[config.mk]
export PLATFORM = sky130hd
export DESIGN_NAME = core_sequencer
export DESIGN_NICKNAME = d
export VERILOG_FILES = /design/src/rtl/core_sequencer.sv
export SDC_FILE = /design/constraint.sdc
export NUM_CORES = 1
export LEC_CHECK = 0
export CORE_ASPECT_RATIO = 1.1
export CORE_MARGIN = 1
export CORE_UTILIZATION = 38
export CTS_CLUSTER_SIZE = 24
export DETAILED_ROUTE_END_ITERATION = 10
export GPL_ROUTABILITY_DRIVEN = 0
export PLACE_DENSITY = 0.77
export SLEW_MARGIN = 5
export SYNTH_ARGS = -nofsm -noshare
export SYNTH_HDL_FRONTEND = slang
export SYNTH_SLANG_ARGS = --single-unit
[constraint.sdc]
create_clock -name clk -period 2.65 [get_ports clk]
set_input_delay 0.795 -clock clk [delete_from_list [all_inputs] [get_ports clk]]
set_output_delay 0.795 -clock clk [all_outputs]
set_load 0.1 [all_outputs]
[src/rtl/core_sequencer.sv]
// core_sequencer: fetch/wait/decode/exec/writeback controller driving the instruction port from a PC.
// Define PHILV_SEQ_PERF_EN to build the retired-instruction counter; otherwise retired reads zero.
module core_sequencer #(
    parameter int N           = 32,
    parameter int I_LENGTH    = 1024,
    parameter int MEM_LATENCY = 1
) (
    input  logic         clk,
    input  logic         rstb,
    input  logic         run,
    input  logic         stall,
    output logic [N-1:0] mem_addr,
    output logic         mem_rd_en,
    input  logic [N-1:0] mem_rdata,
    output logic [31:0]  instr,
    output logic         instr_valid,
    input  logic [N-1:0] alu_result,
    output logic [4:0]   rd_addr,
    output logic [N-1:0] rd_data,
    output logic         rd_we,
    output logic [N-1:0] pc,
    output logic         halted,
    output logic [31:0]  retired
);
    typedef enum logic [2:0] {S_IDLE, S_FETCH, S_WAIT, S_DECODE, S_EXEC, S_WB, S_HALT} state_t;
    localparam int CW = MEM_LATENCY > 1 ? $clog2(MEM_LATENCY) : 1;
    localparam logic [N-1:0] PC_END = N'(I_LENGTH * 4);
    localparam logic [31:0] ECALL = 32'h0000_0073;
    localparam logic [6:0] OP_R = 7'b0110011;
    state_t state_q, state_d;
    logic [N-1:0] pc_q, pc_d, pc_inc, rd_data_q, rd_data_d;
    logic [31:0] instr_q, instr_d;
    logic [CW-1:0] cnt_q, cnt_d;
    logic mem_rd_en_q, mem_rd_en_d, instr_valid_q, instr_valid_d;
    logic rd_we_q, rd_we_d, halted_q, halted_d;
    always_comb begin
        state_d = state_q;
        pc_d = pc_q;
        instr_d = instr_q;
        rd_data_d = rd_data_q;
        cnt_d = cnt_q;
        pc_inc = pc_q + N'(4);
        case (state_q)
            S_IDLE: state_d = run ? S_FETCH : S_IDLE;
            S_FETCH: begin
                cnt_d = CW'(MEM_LATENCY - 1);
                state_d = S_WAIT;
            end
            S_WAIT: begin
                if (cnt_q == '0) begin
                    instr_d = 32'(mem_rdata);
                    state_d = S_DECODE;
                end else begin
                    cnt_d = cnt_q - CW'(1);
                end
            end
            S_DECODE: state_d = instr_q == ECALL ? S_HALT : S_EXEC;
            S_EXEC: begin
                if (!stall) begin
                    rd_data_d = alu_result;
                    state_d = S_WB;
                end
            end
            S_WB: begin
                pc_d = pc_inc == PC_END ? '0 : pc_inc;
                state_d = run ? S_FETCH : S_IDLE;
            end
            S_HALT: state_d = S_HALT;
            default: state_d = S_IDLE;
        endcase
        // Strobes are registered from the next state so they line up with the state they describe.
        mem_rd_en_d = state_d == S_FETCH;
        instr_valid_d = state_d == S_DECODE || state_d == S_EXEC || state_d == S_WB;
        rd_we_d = state_d == S_WB && instr_d[6:0] == OP_R && instr_d[11:7] != 5'd0;
        halted_d = state_d == S_HALT;
    end
    always_ff @(posedge clk or negedge rstb) begin
        if (!rstb) begin
            state_q <= S_IDLE;
            pc_q <= '0;
            instr_q <= '0;
            rd_data_q <= '0;
            cnt_q <= '0;
            mem_rd_en_q <= 1'b0;
            instr_valid_q <= 1'b0;
            rd_we_q <= 1'b0;
            halted_q <= 1'b0;
        end else begin
            state_q <= state_d;
            pc_q <= pc_d;
            instr_q <= instr_d;
            rd_data_q <= rd_data_d;
            cnt_q <= cnt_d;
            mem_rd_en_q <= mem_rd_en_d;
            instr_valid_q <= instr_valid_d;
            rd_we_q <= rd_we_d;
            halted_q <= halted_d;
        end
    end
    assign mem_addr = {2'b00, pc_q[N-1:2]};
    assign mem_rd_en = mem_rd_en_q;
    assign instr = instr_q;
    assign instr_valid = instr_valid_q;
    assign rd_addr = instr_q[11:7];
    assign rd_data = rd_data_q;
    assign rd_we = rd_we_q;
    assign pc = pc_q;
    assign halted = halted_q;
`ifdef PHILV_SEQ_PERF_EN
    logic [31:0] retired_q, retired_d;
    always_comb begin
        retired_d = retired_q + 32'(state_q == S_WB);
    end
    always_ff @(posedge clk or negedge rstb) begin
        if (!rstb) retired_q <= '0;
        else retired_q <= retired_d;
    end
    assign retired = retired_q;
`else
    assign retired = '0;
`endif
endmodule

==> out/metrics.csv <==
metric,value,unit
finalSetupViolCount,0,
rsz0062_at_grt,false,
ys_seq_area_frac,0.487,
ys_ff_latch,101,
ant_nets,0,
arrival,2.75,ns
placed_area,6840,um2
viasPerCell,4.97,
critPathKind,flop to flop,
synthXorXnorAreaFrac,0.0574,
io_pins,237,
synth_compound_gate_area_share,0.0441,
slew_violations,0,
clkSinkCount,101,
numCtsBuffers,9,
nets,705,
antennaDiodeCount,0,
grt_pass1_vias,4039,
dieArea,14100,um2
synth_top_family_by_area,simple AND/OR/NAND/NOR gates,
clk_latency,0.35,ns
holdBufCountCts,0,
die_w,113,um
start_util,0.391,
async_flop_share,1.00,
cts_tree,done,
drv_cap,0,
htreeDepth,3,
min_path_type,input port to asynchronous set/reset pin,
grt_pass1_wl,20.5,mm
start_kind,flop,
synthCells,464,
synth.distinct_cells,49,
wirelength,12.9,mm
fin_worst_skew,0.00954,ns
clockBufferDepth,2,
crit_fanout,9,
dr.pass1.iters,5,
drc,0,
yosys.area.top_type,dfrtp_1,
synthTopCellsByArea,"dfrtp_1 49%, mux2_2 14%, buf_4 10%",
end_kind,flop,
required,2.87,ns
grt_antenna_before_repair,0,
max_freq,395,MHz
num_vias,4104,
synthMuxAreaShare,0.141,
fin_crit,2.53,ns
synthAdderAreaFrac,0.00241,
clk_pin_slew_worst_paths,0.07,ns
final_cell_count_no_fill,825,
gr-total-overflow,0,
hold_viol,0,
drt_iter0_markers,177,
final_layout_size_suffix_gt1_frac,0.427,
synth.top_cell.area_share,0.487,
track_usage,0.185,
wl_per_cell,15.6,um
synthSimpleGateAreaFrac,0.145,
areaGrowthSynthToFinish,38.7,%
finalCritPeriodShare,0.956,
placed_cells,808,
dp_hpwl,9.83,mm
synth_ff_type,dfrtp_1,
cts_root_buffer,clkbuf_16,
status,"complete, no violations",
syn_area,5190,um2
fin_util,0.543,
synth_warnings,0,
io_buffer_count,200,
die_h,125,um
final_cell_area,7200,um2
grt_max_degree,41,
synth_edf_count,0,
avgSynthCellArea,11.2,um2
core_area,13300,um2
row_count,44,
layer usage:
metal	GRT usage	routed length [um]	vias up	part of all wire
met4	0.0751	259	0	0.020
met2	0.325	6730	185	0.52
met5	0	0	-	0
li1	-	-	1874	-
met1	0.215	5070	2021	0.39
met3	0.0443	819	24	0.064
sequential cells by signal, indices dropped and copies added, names as in the netlist:
signal and count:
rd_we 1, state_q 3, instr_valid 1, pc 30, instr 32, rd_data 32
halted 1, mem_rd_en 1
area by class of cell:
class,instances,area [um2]
multi-input cells,302,2220
fillers,1170,6070
well taps,184,230
flip-flops and latches,101,2590
clock inverters,6,93.8
inverters,5,18.8
clock buffers,10,239
repair buffers,217,1810
final timing paths:
path,start,to,slack [ns],depth (start not counted)
max reg2reg,pc[2],pc[3],0.12,9
min,rstb,instr[17],0.38,1
min reg2reg,rd_data[31],rd_data[31],0.51,1
max in group asynchronous,rstb,instr[20],1.51,2
max,pc[2],pc[3],0.12,9
min in group clk,rd_data[31],rd_data[31],0.51,1
per-stage QoR:
| stage | setup TNS [ns] | hold slack, ns | setup slack [ns] |
|---|---|---|---|
| after CTS | 0 | 0.398 | 0.0251 |
| after global routing | 0 | 0.418 | 0.0182 |
| final | 0 | 0.384 | 0.117 |
| after global placement | 0 | 0.494 | 0.102 |
| after detailed placement | 0 | 0.497 | 0.0428 |
| after floorplan | -0.229 | 0.499 | -0.0842 |
cells in the mapped netlist, types with 3 or more instances:
library cell	n
a21oi_1	9
and2_1	3
and3_1	3
and4_1	3
buf_4	71
clkbuf_1	16
dfrtp_1	101
inv_1	5
mux2_2	64
nand2_1	22
nand3_1	13
nand4_1	14
nor2_1	20
nor2b_1	4
nor3_1	19
nor4_1	12
nor4b_1	6
o21ai_0	6
or3_1	5
xnor2_1	20
xor2_1	14
placed cells by master, fill, tap and decap left out, types with 4 or more instances in the layout:
cell type / instances
clkbuf_16: 9
conb_1: 36
clkdlybuf4s50_1: 66
a21oi_1: 9
buf_4: 150
nor3_1: 17
nand4_1: 14
inv_1: 5
o21ai_0: 6
nand2_1: 22
dfrtp_1: 76
nor4_1: 11
dfrtp_2: 13
xor2_1: 14
xnor2_1: 20
mux2_2: 64
dfrtp_4: 12
nor2_1: 19
nor4b_1: 5
nor2b_1: 4
nand3_1: 11
what timing repair did:
item / in CTS / in global routing
gates resized for setup: 0 / 4
setup endpoints to repair: 0 / 3
setup buffers: 0 / 1
worst max-delay path, cell delays in order, from the launching register on:
cell       delay (ns)
dfrtp_4          0.47
ha_4             0.17
nand2_1          0.07
or3_4            0.45
a2111oi_4        0.21
a21oi_1          0.07
o22a_1           0.22
or4_4            0.43
nor2_1           0.19
o21ai_0          0.12
kinds of logic after synthesis:
kind of cell	after synthesis
other	1
AOI/OAI and AO/OA	31
muxes	65
adders and majority gates	1
and+or+nand+nor	135
DFF	101
xor gates and xnor gates	34
buffers and inverters	96
Power is left out: the tool's default activity adds up to more than one toggle a clock period on the data nets, which glitch-free logic cannot reach.
